## config.mk

```make
export PLATFORM = sky130hd
export DESIGN_NAME = cpm_reg_master
export DESIGN_NICKNAME = d
export VERILOG_FILES = /design/src/rtl/cpm_reg_master.sv
export SDC_FILE = /design/constraint.sdc
export NUM_CORES = 1
export LEC_CHECK = 0
export ABC_CLOCK_PERIOD_IN_PS = 2100
export BUFFER_PORTS_ARGS = -buffer_cell sky130_fd_sc_hd__buf_2
export CORE_UTILIZATION = 45
export CTS_BUF_LIST = sky130_fd_sc_hd__clkbuf_4
export CTS_CLUSTER_DIAMETER = 40
export CTS_CLUSTER_SIZE = 12
export DETAILED_ROUTE_END_ITERATION = 8
export PLACE_DENSITY = 0.76
export SLEW_MARGIN = 25
export SYNTH_ARGS = -nofsm -noshare
export SYNTH_HDL_FRONTEND = slang
export SYNTH_SLANG_ARGS = --single-unit
```

## constraint.sdc

```tcl
create_clock -name clk -period 2.1 [get_ports clk]
set_input_delay 0.105 -clock clk [delete_from_list [all_inputs] [get_ports clk]]
set_output_delay 0.105 -clock clk [all_outputs]
set_load 0.02 [all_outputs]
```

## src/rtl/cpm_reg_master.sv

```systemverilog
// CPM register-bus initiator: accepts one host command at a time (write, read or
// poll-until-match), runs it over the req/gnt port and returns exactly one response.
module cpm_reg_master #(
    parameter int unsigned POLL_MAX = 16,  // reads per poll before timeout, >= 1
    parameter int unsigned POLL_GAP = 4    // req-low cycles between poll reads
) (
    input  logic        clk,
    input  logic        rst_n,
    // Command channel
    input  logic        cmd_valid,
    output logic        cmd_ready,
    input  logic        cmd_write,
    input  logic        cmd_poll,
    input  logic [7:0]  cmd_addr,
    input  logic [31:0] cmd_data,
    input  logic [31:0] cmd_mask,
    // Response channel
    output logic        rsp_valid,
    input  logic        rsp_ready,
    output logic [31:0] rsp_rdata,
    output logic        rsp_timeout,
    output logic [7:0]  rsp_reads,
    // CPM register bus
    output logic        req,
    input  logic        gnt,
    output logic        write_en,
    output logic [7:0]  addr,
    output logic [31:0] wdata,
    input  logic [31:0] rdata,
    output logic        busy
);

    localparam int unsigned PollCntW = $clog2(POLL_MAX + 1);
    localparam int unsigned GapCntW  = (POLL_GAP > 1) ? $clog2(POLL_GAP) : 1;

    typedef enum logic [1:0] {StIdle, StIssue, StGap, StResp} state_e;

    state_e              state_q;
    logic                poll_q;
    logic [31:0]         cmp_data_q;
    logic [31:0]         cmp_mask_q;
    logic [PollCntW-1:0] poll_cnt_q;
    logic [GapCntW-1:0]  gap_cnt_q;

    logic xfer_done;
    logic poll_match;
    logic poll_last;
    logic [7:0] reads_inc;

    assign xfer_done  = req && gnt;
    assign poll_match = ((rdata & cmp_mask_q) == cmp_data_q);
    // poll_cnt_q counts reads already completed without a match
    assign poll_last  = (poll_cnt_q == PollCntW'(POLL_MAX - 1));
    assign reads_inc  = (rsp_reads == 8'hFF) ? rsp_reads : rsp_reads + 8'd1;

    assign cmd_ready  = (state_q == StIdle);
    assign busy       = (state_q != StIdle);

    // Command sequencer with all bus and response outputs registered
    always_ff @(posedge clk or negedge rst_n) begin
        if (!rst_n) begin
            state_q     <= StIdle;
            poll_q      <= 1'b0;
            cmp_data_q  <= '0;
            cmp_mask_q  <= '0;
            poll_cnt_q  <= '0;
            gap_cnt_q   <= '0;
            req         <= 1'b0;
            write_en    <= 1'b0;
            addr        <= '0;
            wdata       <= '0;
            rsp_valid   <= 1'b0;
            rsp_rdata   <= '0;
            rsp_timeout <= 1'b0;
            rsp_reads   <= '0;
        end else begin
            unique case (state_q)
                StIdle: begin
                    if (cmd_valid && cmd_ready) begin
                        addr        <= cmd_addr;
                        write_en    <= cmd_write;
                        wdata       <= cmd_write ? cmd_data : '0;
                        // a poll flag on a write is meaningless; run it as a plain write
                        poll_q      <= cmd_poll && !cmd_write;
                        cmp_data_q  <= cmd_data;
                        cmp_mask_q  <= cmd_mask;
                        poll_cnt_q  <= '0;
                        gap_cnt_q   <= '0;
                        rsp_rdata   <= '0;
                        rsp_timeout <= 1'b0;
                        rsp_reads   <= '0;
                        req         <= 1'b1;
                        state_q     <= StIssue;
                    end
                end
                StIssue: begin
                    if (xfer_done) begin
                        if (write_en) begin
                            req       <= 1'b0;
                            rsp_rdata <= '0;
                            rsp_reads <= '0;
                            rsp_valid <= 1'b1;
                            state_q   <= StResp;
                        end else begin
                            rsp_rdata <= rdata;
                            rsp_reads <= reads_inc;
                            if (!poll_q || poll_match) begin
                                req       <= 1'b0;
                                rsp_valid <= 1'b1;
                                state_q   <= StResp;
                            end else if (poll_last) begin
                                req         <= 1'b0;
                                rsp_timeout <= 1'b1;
                                rsp_valid   <= 1'b1;
                                state_q     <= StResp;
                            end else begin
                                poll_cnt_q <= poll_cnt_q + PollCntW'(1);
                                // zero gap keeps req asserted for the next read
                                if (POLL_GAP != 0) begin
                                    req       <= 1'b0;
                                    gap_cnt_q <= '0;
                                    state_q   <= StGap;
                                end
                            end
                        end
                    end
                end
                StGap: begin
                    if (gap_cnt_q == GapCntW'(POLL_GAP - 1)) begin
                        req     <= 1'b1;
                        state_q <= StIssue;
                    end else begin
                        gap_cnt_q <= gap_cnt_q + GapCntW'(1);
                    end
                end
                StResp: begin
                    if (rsp_ready) begin
                        rsp_valid <= 1'b0;
                        state_q   <= StIdle;
                    end
                end
                default: state_q <= StIdle;
            endcase
        end
    end

endmodule

```

Word-level counts from Yosys, hierarchy flattened
Cells that the tools add are included.
{ "totals": {"word_cells": 102, "output_inout_bits": 86, "ff_bits": 158, "input_bits": 111} }
{ "op_classes": {"n_mux": 46, "n_bitwise": 1, "reduce_logical": 20, "eq_ne": 18, "addsub": 3} }
{ "ops": {"columns": ["operator", "count"], "rows": [
  ["$mux 32", 4],
  ["$pmux 32 s2", 1],
  ["$and 32x32->32", 1],
  ["$eq 32x32->1", 1],
  ["$mux 8", 4],
  ["$mux 5", 5],
  ["$mux 2", 10],
  ["$ne 2x2->1 const B", 8],
  ["$pmux 8 s2", 1],
  ["$reduce_and 4->1", 4],
  ["$mux 1", 15],
  ["$reduce_and 6->1", 2],
  ["$pmux 5 s2", 1],
  ["$add 8x1->8 const B", 1],
  ["$eq 8x8->1 const B", 1],
  ["$pmux 2 s4", 1],
  ["$reduce_and 7->1", 1],
  ["$eq 2x2->1 const B", 3],
  ["$pmux 2 s3", 1],
  ["$reduce_bool 2->1", 3],
  ["$add 5x1->5 const B", 1],
  ["$eq 5x4->1 const B", 1],
  ["$ne 4x4->1 const B", 1],
  ["$pmux 1 s2", 2],
  ["12 further kinds", 15]
]} }

Logic depth before layout (Yosys ltp)
{ "logic_depth": {"ltp_word": 7, "ltp_mapped": 8, "depth_no_buf": 8} }

Worst setup path after synthesis
Ideal clock, no wire load.
{ "synth_path": {"path_kind": "reg-to-reg", "from": "register poll_cnt_q[0]", "to": "register poll_cnt_q[3]", "setup_time_ps": 64, "stages_incl_launch_ff": 9, "path_buffers": 0, "t_arrival_ps": 2026, "setup_slack_ps": 10, "synth_period_minus_slack_ps": 2090, "required_ps": 2036, "cell_sequence": "dfrtp_1 > ha_1 > and3_1 > ha_1 > o31a_1 > or2_2 > nor2_1 > nor4bb_1 > a211o_1"} }
{ "synth_between": {"elab_chain_len": 6, "elab_cells_between_ends": 9, "classes_between": "1 x add/sub; 2 x eq/ne; 5 x mux; 1 x reduce/logical"} }
{ "synth_lines": {"columns": ["element", "line_no", "text"], "rows": [
  ["start: declaration", "42", "logic [PollCntW-1:0] poll_cnt_q;"],
  ["start signal: assignment", "117", "poll_cnt_q <= poll_cnt_q + PollCntW'(1);"],
  ["$add 5x1->5", "117", null],
  ["$mux 5", "111", "end else if (poll_last) begin"],
  ["$mux 5", "107", "if (!poll_q || poll_match) begin"],
  ["$mux 5", "98", "if (write_en) begin"],
  ["$mux 5", "97", "if (xfer_done) begin"],
  ["$pmux 5 s2", "77", "unique case (state_q)"]
]} }
Several ways; a longest one is shown, not always the timed one. The select of a mux whose other input is x is not followed.
A chain may end at the register's enable or synchronous reset.

Worst setup path in the final report
{ "layout_path": {"from": "register cmp_data_q[16]", "to": "register poll_cnt_q[3]"} }
{ "layout_between": {"elab_chain_len": 4} }
{ "layout_lines": {"columns": ["element", "line_no", "text"], "rows": [
  ["start: declaration", "40", "logic [31:0] cmp_data_q;"],
  ["start signal: assignment", "85", "cmp_data_q <= cmd_data;"],
  ["$eq 32x32->1", "51", "assign poll_match = ((rdata & cmp_mask_q) == cmp_data_q);"],
  ["$logic_or 1x1->1", "107", null],
  ["$ne 2x2->1 (no line)", null, null],
  ["$reduce_and 6->1 (no line)", null, null]
]} }
No other way between the ends.

==> flow_summary.yaml <==
global_routing:
  antenna_found_initial: 1
  grt_max_degree: 53
  grt_pass1_vias: 6228
  grt.total_usage: 0.2640
  globalRouteOverflowTotal: 0
  grt_pass1_wl_um: 31960
yosys:
  synth-edff-count: 0
  syn_avg_cell_area_um2: 11.45
  synth_flop_cell: "dfrtp_1"
  synthArstFlopShare: 1.000
  synthCells: 598
  synthesis.nets: 713
  synth_area_leaders: "dfrtp_1 58%, mux2_2 12%, nand2_1 5.5%"
  synth_top_area_share: 0.5776
  ys_ff_latch: 158
  ys_seq_area_frac: 0.5776
  synth.distinct_cells: 49
  syn_area_um2: 6845
  yosysTopAreaCell: "dfrtp_1"
  yosys_warnings: 0
die:
  fp.dieW_um: 125.3
  die_area_um2: 15710
  core_area_um2: 14700
  initial_core_util: 0.4657
  io_pins: 197
  fp.dieH_um: 125.3
  num_rows: 44
place:
  dp_hpwl_um: 12550
  routabilityCongestion: 0.8631
  dpl-instance-area_um2: 8183
  io_buffers: 196
run_status:
  outcome: "complete, but fails checks"
  violations: "design-rule violations"
timing:
  min_period_over_period: 0.9788
  relSlewSlack: 0.4595
  fin_worst_skew_ps: 16.77
  final_max_slew_viol_count: 0
  fmax_ghz: 0.4865
  finalHoldViolCount: 0
  grt_setup_unrepaired: "true"
  setup_violations: 0
  max_slew.worst_pin.slew_ps: 810.7
  timing.final.crit_period_ps: 2056
cells_and_area:
  final_common_cell: "buf_2"
  areaGrowthSynthToFinish_pct: 40.58
  num-fill-cells: 1107
  seq_area_um2: 3954
  drive_above_1_share: 0.3723
  multi_input_area_um2: 2808
  final_area_um2: 9623
  final_nets: 1035
  layout_common_cells: "195 x buf_2, 158 x dfrtp_1, 109 x dlygate4sd3_1"
clock_network:
  cts_tree: "done"
  cts_buffer_depth: 2
  clockRootBuffer: "clkbuf_4"
  htree_num_levels: 4
  clk_latency_ps: 560
  clock_sinks: 158
  cts_buffers: 17
  clk_pin_slew_ps: 120
setup_path:
  path_max_fanout: 4
  worstSetupPathType: "flip-flop to flip-flop"
  cp-end-kind: "flip-flop"
  worstPathRequired_ps: 2550
  crit_start: "cmp_data_q[16]$_DFFE_PN0P_"
  cp-start-kind: "flip-flop"
  critPathArrivalTime_ps: 2510
  timing.rr.start: "cmp_data_q[16]$_DFFE_PN0P_"
pwr:
  p_comb_frac: 0.393
  pwr-share-seq: 0.452
  p_switching_uw: 4277
  total_power_uw: 11360
  vdd_drop_max_mv: 0.7342
  p_int_uw: 7087
  switching_share: 0.3764
  p_leak_uw: 0.004898
  clockPowerShare: 0.155
  p_per_area_nw_per_um2: 1181
routing:
  drt_wl_total_um: 19750
  vias_per_cell: 5.320
  firstDrtPassIters: 6
  route.detailed.drc: 9
  vias: 5942
  drt-initial-drc-count: 307
  avgRoutedWirePerCell_um: 17.68
  ant_nets: 0
hold_path:
  hold_path.class: "input port to async pin"
job:
  maxCapViolCount: 0
-- area by class of cell --
cell class	count	share of cell area
antenna	1	0.0002600
clock buffer	18	0.01404
clock inverter	13	0.01300
inverter	5	0.001950
multi-input combinational	404	0.2918
sequential	158	0.4109
tap	184	0.02392
timing repair buffer	334	0.2442
-- state kept, by name, summed over array words and instances (netlist names) --
register,flops
gap_cnt_q,2
cmp_data_q,32
poll_cnt_q,5
rsp_reads,8
wdata,32
write_en,1
rsp_valid,1
state_q,2
poll_q,1
rsp_rdata,32
req,1
rsp_timeout,1
addr,8
cmp_mask_q,32
-- per-stage QoR --
| stage | std cells | util | hold WS [ps] | TNS, ps | setup WS (ps) |
|---|---|---|---|---|---|
| 3_5_place_dp | 973 | 0.5567 | 73.31 | -367.1 | -96.74 |
| 4_1_cts | 1114 | 0.6511 | 15.86 | 0 | 18.41 |
| 5_1_grt | 1117 | 0.6547 | 23.95 | -103.4 | -50.96 |
| 2_1_floorplan | 598 | - | -190.6 | 0 | 9.646 |
| 3_3_place_gp | 973 | 0.5567 | 71.01 | -56.92 | -24.70 |
| 6_report | 1117 | 0.6547 | 41.10 | 0 | 44.44 |
-- what timing repair did --
action,4_1_cts,5_1_grt
hold buffers,109,0
resized for setup,6,7
buffers inserted,1,2
endpoints found under the hold margin,299,0
setup endpoints to repair,8,8
pin swaps,1,8
-- power groups by stage --
stage	sequential (µW)	clock (µW)	combinational, µW
after floorplan	5810	0	1950
final	5140	1760	4460
after CTS	5100	1810	4370
after global routing	5310	1940	4840
after detailed placement	5150	0	4160
after global placement	5100	0	4060
-- worst paths after layout --
check	end	slack [ps]	depth (start not counted)
min in group clk	wdata[4]$_DFFE_PN0P_	140	3
max	poll_cnt_q[3]$_DFFE_PN0P_	40	6
max in group asynchronous	cmp_mask_q[25]$_DFFE_PN0P_	1340	3
min reg2reg	wdata[10]$_DFFE_PN0P_	490	2
min	rsp_rdata[12]$_DFFE_PN0P_	40	2
max reg2reg	poll_cnt_q[3]$_DFFE_PN0P_	40	6
-- worst max-delay path, cell delays in order, from the launching register on --
cell and delay (ps):
dfrtp_1 440, a21boi_0 160, a211oi_2 220, nand4_1 160, o41a_1 520, nor4bb_2 200
a211o_1 260
-- logic make-up after synthesis --
family | Yosys count | synth area share
AND/OR/NAND/NOR | 175 | 0.1186
flip-flops | 158 | 0.5776
AO/OA/AOI/OAI | 148 | 0.1477
multiplexers | 76 | 0.1245
buffers and inverters | 36 | 0.02303
adder cells (fa/ha/maj) | 4 | 0.007312
XOR/XNOR | 1 | 0.001280
-- Yosys cell counts (5+ instances only) --
cell and number:
a21oi_1 17, nand4_1 5, a21boi_0 9, a211oi_1 5, clkbuf_1 16, nor2_1 14
mux2_2 73, o22a_1 9, a22o_1 21, and3_1 20, and3b_1 8, buf_2 12
o21ai_0 55, nand2_1 100, a21o_1 10, nand3_1 18, dfrtp_1 158
-- per-layer routing --
| layer | routed length [µm] | track usage |
|---|---|---|
| met5 | 0 | 0 |
| met4 | 359 | 0.09828 |
| met3 | 1158 | 0.06761 |
| met2 | 10040 | 0.4578 |
| met1 | 8191 | 0.3166 |
No activity file was read; power rests on OpenSTA's default activity.
